**src/rtl/vga_timing_gen.sv**
```systemverilog
// VGA/HDMI raster timing generator: syncs, active-area flags, pixel coordinates,
// a data-request strobe that leads the active area, and a selectable test-pattern output.
module vga_timing_gen #(
   parameter int         H_SYNC    = 44,
   parameter int         H_BACK    = 148,
   parameter int         H_VALID   = 1920,
   parameter int         H_FRONT   = 88,
   parameter int         H_TOTAL   = H_SYNC + H_BACK + H_VALID + H_FRONT,
   parameter int         V_SYNC    = 5,
   parameter int         V_BACK    = 36,
   parameter int         V_VALID   = 1080,
   parameter int         V_FRONT   = 4,
   parameter int         V_TOTAL   = V_SYNC + V_BACK + V_VALID + V_FRONT,
   parameter int         CW        = 12,
   parameter int         DW        = 24,
   parameter int         REQ_LEAD  = 2,
   parameter logic       HS_POL    = 1'b1,
   parameter logic       VS_POL    = 1'b1,
   parameter logic [DW-1:0] PAT_COLOR = DW'(24'hFF0000)
) (
   input  logic          vga_clk,
   input  logic          sys_rst_n,
   input  logic          count_en,
   input  logic [1:0]    pat_sel,
   input  logic [DW-1:0] data_in,
   output logic          hsync,
   output logic          vsync,
   output logic          rgb_valid,
   output logic          data_req,
   output logic [CW-1:0] pix_x,
   output logic [CW-1:0] pix_y,
   output logic          frame_start,
   output logic          line_start,
   output logic          busy,
   output logic [7:0]    frame_cnt,
   output logic [DW-1:0] rgb
);

   localparam int HA    = H_SYNC + H_BACK;
   localparam int VA    = V_SYNC + V_BACK;
   localparam int BAR_W = H_VALID / 8;
   localparam int CC    = DW / 3;

   localparam logic [CW-1:0] H_LAST   = CW'(H_TOTAL - 1);
   localparam logic [CW-1:0] V_LAST   = CW'(V_TOTAL - 1);
   localparam logic [CW-1:0] H_SYNC_C = CW'(H_SYNC);
   localparam logic [CW-1:0] V_SYNC_C = CW'(V_SYNC);
   localparam logic [CW-1:0] HA_C     = CW'(HA);
   localparam logic [CW-1:0] HA_END   = CW'(HA + H_VALID);
   localparam logic [CW-1:0] VA_C     = CW'(VA);
   localparam logic [CW-1:0] VA_END   = CW'(VA + V_VALID);
   localparam logic [CW-1:0] DR_LO    = CW'(HA - REQ_LEAD);
   localparam logic [CW-1:0] DR_HI    = CW'(HA + H_VALID - REQ_LEAD);

   // {R,G,B} on/off per bar: white, yellow, cyan, green, magenta, red, blue, black
   localparam logic [2:0] BARS [8] = '{3'b111, 3'b110, 3'b011, 3'b010,
                                       3'b101, 3'b100, 3'b001, 3'b000};

   typedef enum logic [1:0] {IDLE, RUN, DRAIN} state_t;

   state_t        state_q, state_d;
   logic [CW-1:0] h_q, h_d, v_q, v_d;
   logic [7:0]    frame_cnt_q, frame_cnt_d;
   logic [1:0]    pat_q, pat_d;
   logic          hsync_q, hsync_d, vsync_q, vsync_d;
   logic          rgb_valid_q, rgb_valid_d, data_req_q, data_req_d;
   logic          frame_start_q, frame_start_d, line_start_q, line_start_d;
   logic [CW-1:0] pix_x_q, pix_x_d, pix_y_q, pix_y_d;

   logic          running, h_last, v_last, h_act, v_act;
   logic [2:0]    bar_c;
   logic [DW-1:0] rgb_d;

   always_ff @(posedge vga_clk or negedge sys_rst_n) begin
      if (!sys_rst_n) begin
         state_q       <= IDLE;
         h_q           <= '0;
         v_q           <= '0;
         frame_cnt_q   <= '0;
         pat_q         <= '0;
         hsync_q       <= ~HS_POL;
         vsync_q       <= ~VS_POL;
         rgb_valid_q   <= 1'b0;
         data_req_q    <= 1'b0;
         frame_start_q <= 1'b0;
         line_start_q  <= 1'b0;
         pix_x_q       <= '0;
         pix_y_q       <= '0;
      end else begin
         state_q       <= state_d;
         h_q           <= h_d;
         v_q           <= v_d;
         frame_cnt_q   <= frame_cnt_d;
         pat_q         <= pat_d;
         hsync_q       <= hsync_d;
         vsync_q       <= vsync_d;
         rgb_valid_q   <= rgb_valid_d;
         data_req_q    <= data_req_d;
         frame_start_q <= frame_start_d;
         line_start_q  <= line_start_d;
         pix_x_q       <= pix_x_d;
         pix_y_q       <= pix_y_d;
      end
   end

   always_comb begin
      state_d     = state_q;
      h_d         = h_q;
      v_d         = v_q;
      frame_cnt_d = frame_cnt_q;
      pat_d       = pat_q;
      running     = (state_q != IDLE);
      h_last      = (h_q == H_LAST);
      v_last      = (v_q == V_LAST);

      unique case (state_q)
         IDLE: begin
            h_d = '0;
            v_d = '0;
            if (count_en) state_d = RUN;
         end
         RUN:   if (!count_en) state_d = DRAIN;
         DRAIN: begin
            // Draining only ends on the last position so a frame is never cut short
            if (count_en)             state_d = RUN;
            else if (h_last && v_last) state_d = IDLE;
         end
         default: state_d = IDLE;
      endcase

      if (running) begin
         if (h_last) begin
            h_d = '0;
            v_d = v_last ? '0 : v_q + 1'b1;
         end else begin
            h_d = h_q + 1'b1;
         end
         if (h_last && v_last)         frame_cnt_d = frame_cnt_q + 8'd1;
         if (h_q == '0 && v_q == '0)   pat_d = pat_sel;
      end
   end

   always_comb begin
      h_act         = running && (h_q >= HA_C) && (h_q < HA_END);
      v_act         = running && (v_q >= VA_C) && (v_q < VA_END);
      rgb_valid_d   = h_act && v_act;
      data_req_d    = v_act && (h_q >= DR_LO) && (h_q < DR_HI);
      hsync_d       = (running && (h_q < H_SYNC_C)) ? HS_POL : ~HS_POL;
      vsync_d       = (running && (v_q < V_SYNC_C)) ? VS_POL : ~VS_POL;
      pix_x_d       = rgb_valid_d ? h_q - HA_C : '0;
      pix_y_d       = rgb_valid_d ? v_q - VA_C : '0;
      frame_start_d = running && (h_q == '0) && (v_q == '0);
      line_start_d  = v_act && (h_q == HA_C);
   end

   // Pattern generation works off the registered coordinates, so it lines up with rgb_valid
   always_comb begin
      bar_c = 3'b000;
      for (int unsigned i = 0; i < 8; i++) begin
         if (pix_x_q >= CW'(i * BAR_W) && pix_x_q < CW'((i + 1) * BAR_W))
            bar_c = BARS[i];
      end

      rgb_d = '0;
      if (rgb_valid_q) begin
         unique case (pat_q)
            2'd0: rgb_d = data_in;
            2'd1: rgb_d = DW'({{CC{bar_c[2]}}, {CC{bar_c[1]}}, {CC{bar_c[0]}}});
            2'd2: rgb_d = (pix_x_q[5:0] == 6'd0 || pix_y_q[5:0] == 6'd0) ? '1 : '0;
            default: rgb_d = PAT_COLOR;
         endcase
      end
   end

   assign hsync       = hsync_q;
   assign vsync       = vsync_q;
   assign rgb_valid   = rgb_valid_q;
   assign data_req    = data_req_q;
   assign pix_x       = pix_x_q;
   assign pix_y       = pix_y_q;
   assign frame_start = frame_start_q;
   assign line_start  = line_start_q;
   assign busy        = (state_q != IDLE);
   assign frame_cnt   = frame_cnt_q;
   assign rgb         = rgb_d;

endmodule

```
**config.mk**
```make
export PLATFORM = sky130hd
export DESIGN_NAME = vga_timing_gen
export DESIGN_NICKNAME = d
export VERILOG_FILES = /design/src/rtl/vga_timing_gen.sv
export SDC_FILE = /design/constraint.sdc
export NUM_CORES = 1
export LEC_CHECK = 0
export BUFFER_PORTS_ARGS = -buffer_cell sky130_fd_sc_hd__clkbuf_2
export CAP_MARGIN = 20
export CORE_MARGIN = 4
export CORE_UTILIZATION = 60
export CTS_BUF_LIST = sky130_fd_sc_hd__clkbuf_4 sky130_fd_sc_hd__clkbuf_8
export DETAILED_ROUTE_END_ITERATION = 8
export PLACE_DENSITY = 0.95
export SYNTH_ARGS = -nofsm -noshare
export SYNTH_HDL_FRONTEND = slang
export SYNTH_SLANG_ARGS = --single-unit
```
**constraint.sdc**
```tcl
create_clock -name vga_clk -period 6.2 [get_ports vga_clk]
set_input_delay 0.93 -clock vga_clk [delete_from_list [all_inputs] [get_ports vga_clk]]
set_output_delay 0.93 -clock vga_clk [all_outputs]
set_load 0.005 [all_outputs]
```
==> reports/qor.txt, run 1 <==
worst path required time: 5270 ps
vias in the first global route: 3,329
Synth area leaders: dfrtp_1, nor3_1, xnor2_1
gpl congestion: 0.893
IO Count: 92
setup_tns: 0 ps
area grow syn2layout: 15.4%
Port Buffers: 91
register bit count reported by yosys: 66
clk buf depth: 2
skew final: 13.9 ps
reg2reg path depth: 6
Core Area: 6390 um2
GR Overflow Total: 0
worst r2r dst: data_req
Initial Util: 0.622
Inserted Diodes: 0
Worst Hold End: frame_cnt[7]
Synth top area share: 0.416
Placement Cell Area: 4380 um2
first-pass GRT wire length: 15.2 mm
leakage: 2.14 nW
post_cts resized: 0
RSZ-0062 raised after global routing: false
VDD IR max: 0.186 mV
Row Count: 29
hold depth: 1
max_slew headroom: 0.304
Syn Nets: 474
drt first-iter violations: 281
CTS Buf Count: 9
DP Cell Count: 572
final instance area: 4590 um2
Max Fclk: 0.307 GHz
R2R Setup Slk: 3630 ps
worst min-delay path category: register to register
final period utilization: 0.525
DR vias: 3,652
beginning of the worst hold path: frame_cnt[7]
DR vias/cell: 6.21
Num Clock Sinks: 66
crit path time final: 3250 ps
startpoint types: register
Slew @ Worst Pin: 1040 ps
number of max-cap violations: 0
Final setup viols: 0
CTS root buffer: clkbuf_8
Arrival @ worst endpoint: 2320 ps
Avg Cell Area, Syn: 9.14 um2
crit path capture type: primary output
final std cells w/o fill: 588
Post-synth ARST share: 1.00
CTS clk-pin slew, worst paths: 70 ps
dominant cell type by area after synthesis: dfrtp_1
H-tree levels: 3
Worst-Skew Late Latency: 350 ps
ANT nets after route: 0
warnings from Yosys: 0
Core Util, Final: 0.718
Avg WL per Cell: 16.3 um
CTS Hold Bufs: 0
CTS tree: yes
number of flops mapped to enable cells by yosys: 0
TritonRoute pass-1 iters: 6
Post-DP HPWL: 6.87 mm
PwrDens: 224 nW/um2
Mapped Area: 3970 um2
Die Area: 7990 um2
Residual DRC: 0
register area share after synthesis: 0.416
Setup CP Type: register to primary output
initial antenna violation count: 0
Distinct cells, synth: 64
share of post-route cells with drive strength above 1: 0.243
Synth Flop Type: dfrtp_1
total wire length: 9.59 mm
Crit Path Max Fanout: 8
status: complete, no violations
Nets: 545
Die Y: 89.4 um
final hold violations: 0
pin count of the biggest net entering global routing: 67
Die X: 89.4 um
GRT Util Overall: 0.247
Max Slew Vio Count: 0
Post-CTS Setup Bufs: 0
Reg-to-Reg Start: v_q[0]
cells after synthesis: 435
[worst max-delay path, stage by stage, from the launching register on]
cell and delay (ps):
dfrtp_1 390, nor4_1 360, a22oi_1 180, nor3_1 700
o21a_1 240, clkbuf_2 110
[cells in the mapped netlist (8+ instances only)]
| cell type | instances |
|---|---|
| o22ai_1 | 8 |
| clkbuf_1 | 15 |
| nor2_1 | 34 |
| inv_1 | 15 |
| dfrtp_1 | 66 |
| buf_2 | 14 |
| o21a_1 | 17 |
| and2_1 | 8 |
| o21ai_0 | 13 |
| nor3_1 | 29 |
| a21oi_1 | 23 |
| nand2_1 | 24 |
| xnor2_1 | 15 |
| nand2b_1 | 11 |
| xor2_1 | 14 |
| nor4_1 | 9 |
| ha_1 | 10 |
| nand3_1 | 15 |
[cells in the final DEF, fill, tap and decap left out, types with 5 or more instances in the layout]
cell      instances
xnor2_1          15
o211ai_1          6
or4_1             6
clkbuf_8         11
and2_1            8
and3_1            5
o21ai_0          13
nor3b_1           6
nand4_1           6
clkbuf_2         91
nor2_1           34
inv_1            15
nand2b_1         11
nor3_1           29
xor2_1           14
dfrtp_1          66
ha_1             10
a21oi_1          23
nor4_1            9
nand2_1          24
nand3_1          15
o22ai_1           8
o21a_1           17
[worst max-delay path by stage]
stage          startpoint       to  slack (ps)  cells after the start
6_report         pix_y[1]  rgb[11]        2950                      5
5_1_grt          pix_y[1]  rgb[11]        2760                      5
4_1_cts          pix_y[1]   rgb[9]        2940                      5
3_5_place_dp     pix_y[1]   rgb[9]        3340                      5
3_3_place_gp     pix_y[1]  rgb[14]        3400                      5
2_1_floorplan    pix_x[5]  rgb[16]        3700                      5
[registers in the layout, summed over array words and instances, names as in the netlist]
signal / count
state_q: 2
h_q: 12
rgb_valid: 1
frame_start: 1
pat_q: 2
vsync: 1
v_q: 12
data_req: 1
frame_cnt: 8
pix_y: 12
hsync: 1
line_start: 1
pix_x: 12
[layer usage]
layer,track usage,share of wire,vias up
met3,0.0700,0.11,21
met4,0.0974,0.021,0
met1,0.297,0.40,1725
met2,0.420,0.48,187
met5,0,0,-
li1,-,-,1719
[cell families after synthesis]
family / count (synthesis) / share of synthesized area
buf+inv: 49 / 0.0548
fa+ha+maj: 11 / 0.0340
xor+xnor: 29 / 0.0639
flops: 66 / 0.416
compound gates: 98 / 0.169
simple gates: 178 / 0.250
mux: 4 / 0.0129
[metrics by stage]
step	hold slack [ps]	worst slack [ps]	power, W
final	472	2950	0.00103
after global routing	508	2760	0.00108
after CTS	475	2940	0.00103
after detailed placement	460	3340	0.000668
after global placement	460	3400	0.000658
after floorplan	465	3700	0.000615
[cell type report]
cell class | count | area (um2)
multi-input cells | 320 | 2100
fillers | 456 | 1800
flip-flops and latches | 66 | 1650
repair buffers | 93 | 470
clock buffers | 11 | 151
well taps | 77 | 96.3
inverters | 16 | 60.1
clock inverters | 5 | 52.6
[power breakdown]
part | switching [W] | internal, W | leakage [nW] | total (W)
combinational | 0.000103 | 0.0000755 | 1.13 | 0.000178
clock | 0.000159 | 0.000205 | 0.105 | 0.000364
sequential | 0.0000394 | 0.000445 | 0.905 | 0.000485
Note: power is estimated with default switching activity, not from simulation.
==> inputs of run 2 (changes only) <==
--- a/config.mk
+++ b/config.mk
@@ -8,10 +8,10 @@
 export BUFFER_PORTS_ARGS = -buffer_cell sky130_fd_sc_hd__clkbuf_2
 export CAP_MARGIN = 20
 export CORE_MARGIN = 4
-export CORE_UTILIZATION = 60
+export CORE_UTILIZATION = 56
 export CTS_BUF_LIST = sky130_fd_sc_hd__clkbuf_4 sky130_fd_sc_hd__clkbuf_8
 export DETAILED_ROUTE_END_ITERATION = 8
-export PLACE_DENSITY = 0.95
+export PLACE_DENSITY = 0.94
 export SYNTH_ARGS = -nofsm -noshare
 export SYNTH_HDL_FRONTEND = slang
 export SYNTH_SLANG_ARGS = --single-unit
==> constraint.sdc (replaced) <==
create_clock -name vga_clk -period 3.25 [get_ports vga_clk]
set_input_delay 0.4875 -clock vga_clk [delete_from_list [all_inputs] [get_ports vga_clk]]
set_output_delay 0.4875 -clock vga_clk [all_outputs]
set_load 0.005 [all_outputs]
==> run 2 against run 1 <==
Sequential cell count unchanged. Non-clock buffer count unchanged. Sequential share of layout area decreased by 0.34 points. Setup slack got worse by 2500 ps. Via count increased by 0.52%. Register-to-register slack got worse by 3000 ps. Utilization decreased by 4.0 points. Die area increased by 6.5%. Final area increased by 0.95%. Power increased by 96%. Global-route usage decreased by 0.76 points. Final cell count increased by 3.2%. Critical path type unchanged. Highest routed layer unchanged.
==> reports/qor.txt, run 2 (synthesis results as in run 1) <==
CTS Hold Bufs: 0 (unchanged)
Inserted Diodes: 0 (unchanged)
CTS tree: yes
DP Cell Count: 591 (+3.3%)
Avg WL per Cell: 16.4 um (+0.31%)
initial antenna violation count: 0 (unchanged)
Row Count: 30 (+3.4%)
H-tree levels: 3 (unchanged)
beginning of the worst hold path: count_en
Reg-to-Reg Start: v_q[0]
Max Fclk: 0.354 GHz
crit-path cells: nor3b_1, o31ai_1, o32ai_2, o21a_1, clkbuf_2
final hold violations: 0 (unchanged)
post_cts resized: 0 (unchanged)
Slew @ Worst Pin: 1060 ps (+18.8 ps)
gpl congestion: 0.908 (+1.7%)
Port Buffers: 91 (unchanged)
Die Area: 8510 um2 (+6.5%)
ANT nets after route: 0 (unchanged)
most common cell after layout, fill and taps aside: clkbuf_2
worst min-delay path category: primary input to register
crit path capture type: primary output
Max Slew Vio Count: 0 (unchanged)
leakage: 2.14 nW (+0.13%)
clock share of power: 0.374 (+0.019)
GRT Util Overall: 0.240 (-0.00764)
Post-DP HPWL: 6.94 mm (+0.95%)
skew final: 10.5 ps (-3.36 ps)
VDD IR max: 0.273 mV (+46%)
Sw Ratio: 0.290 (-0.00344)
crit path buf inv count: 1 (unchanged)
CTS root buffer: clkbuf_8
Arrival @ worst endpoint: 2330 ps (about the same)
Crit Path Max Fanout: 21 (+13)
DR vias/cell: 6.05 (-2.6%)
Worst-Skew Late Latency: 350 ps (about the same)
CTS Buf Count: 9 (unchanged)
Residual DRC: 0 (unchanged)
max_slew headroom: 0.291 (-0.0126)
final period utilization: 0.868
first-pass GRT wire length: 16.4 mm (+7.8%)
pin count of the biggest net entering global routing: 67 (unchanged)
IO Count: 92 (unchanged)
final hold slack: 284 ps (-188 ps)
crit path time final: 2820 ps
Setup CP Type: register to primary output
worst path required time: 2760 ps (-2510 ps)
Die Y: 92.2 um (+3.2%)
PwrDens: 435 nW/um2 (+94%)
Core Area: 6830 um2 (+7.0%)
Multi-input gate area: 2100 um2 (unchanged)
Gate power share: 0.166 (-0.008)
commonest non-fill, non-tap cells in the layout: clkbuf_2, dfrtp_1, nor2_1
share of post-route cells with drive strength above 1: 0.243 (unchanged)
area grow syn2layout: 16.5%
DR vias: 3,671 (+0.52%)
TritonRoute pass-1 iters: 5 (-1)
Internal: 0.00143 W (+97%)
Reg area: 1650 um2 (unchanged)
Final setup viols: 0 (unchanged)
total wire length: 9.93 mm (+3.5%)
RSZ-0062 raised after global routing: false
startpoint types: register
Core Util, Final: 0.678 (-0.0404)
Worst path slowest cell: dfrtp_1
Initial Util: 0.582 (-0.0406)
Crit path largest cell delay: 590 ps (-110 ps)
clk buf depth: 2 (unchanged)
Sequential Power Share: 0.459 (-0.013)
Die X: 92.2 um (+3.2%)
Worst Setup SP: pat_q[1]
Num Clock Sinks: 66 (unchanged)
final std cells w/o fill: 607 (+3.2%)
FILL cells: 529 (+16%)
setup_tns: 0 ps (unchanged)
GR Overflow Total: 0 (unchanged)
Nets: 545 (unchanged)
Psw: 0.000585 W (+94%)
CP top delay family: compound AO/OA/AOI/OAI gates
vias in the first global route: 3,451 (+3.7%)
number of max-cap violations: 0 (unchanged)
Post-CTS Setup Bufs: 0 (unchanged)
drt first-iter violations: 284 (+1.1%)
status: complete, no violations
CTS clk-pin slew, worst paths: 70 ps (about the same)
[run 2: area by class of cell]
cell class / count / share of cell area
clock inverter: 3 / 0.00973
clock buffer: 13 / 0.0386
tap: 96 / 0.0259
inverter: 16 / 0.0130
timing repair buffer: 93 / 0.102
multi-input combinational: 320 / 0.454
sequential: 66 / 0.357
[run 2: metal layers]
layer / GRT usage / vias up / share of wire
li1: - / 1708 / -
met1: 0.301 / 1745 / 0.41
met2: 0.396 / 191 / 0.48
met3: 0.0599 / 27 / 0.086
met4: 0.0941 / 0 / 0.020
met5: 0 / - / 0
[run 2: final timing paths]
path | end | slack (ps) | cells past startpoint
max in group asynchronous | pix_x[8] | 2390 | 2
min reg2reg | frame_cnt[7] | 490 | 1
max reg2reg | pix_y[5] | 620 | 6
min in group asynchronous | pix_y[6] | 290 | 2
max | rgb[20] | 430 | 5
min | state_q[1] | 280 | 2
[run 2: power groups by stage]
stage / Clock (W) / Sequential, W / Combinational, W
after floorplan: 0 / 0.000886 / 0.000286
after global placement: 0 / 0.000936 / 0.000316
after detailed placement: 0 / 0.000940 / 0.000334
after CTS: 0.000765 / 0.000924 / 0.000335
after global routing: 0.000809 / 0.000937 / 0.000374
final: 0.000755 / 0.000926 / 0.000336
[run 2: through the flow]
stage | total power, W | worst slack [ps] | area [um2]
2_1_floorplan | 0.00117 | 1040 | 3970
3_3_place_gp | 0.00125 | 875 | 4410
3_5_place_dp | 0.00127 | 725 | 4410
4_1_cts | 0.00202 | 427 | 4630
5_1_grt | 0.00212 | 241 | 4630
6_report | 0.00202 | 428 | 4630
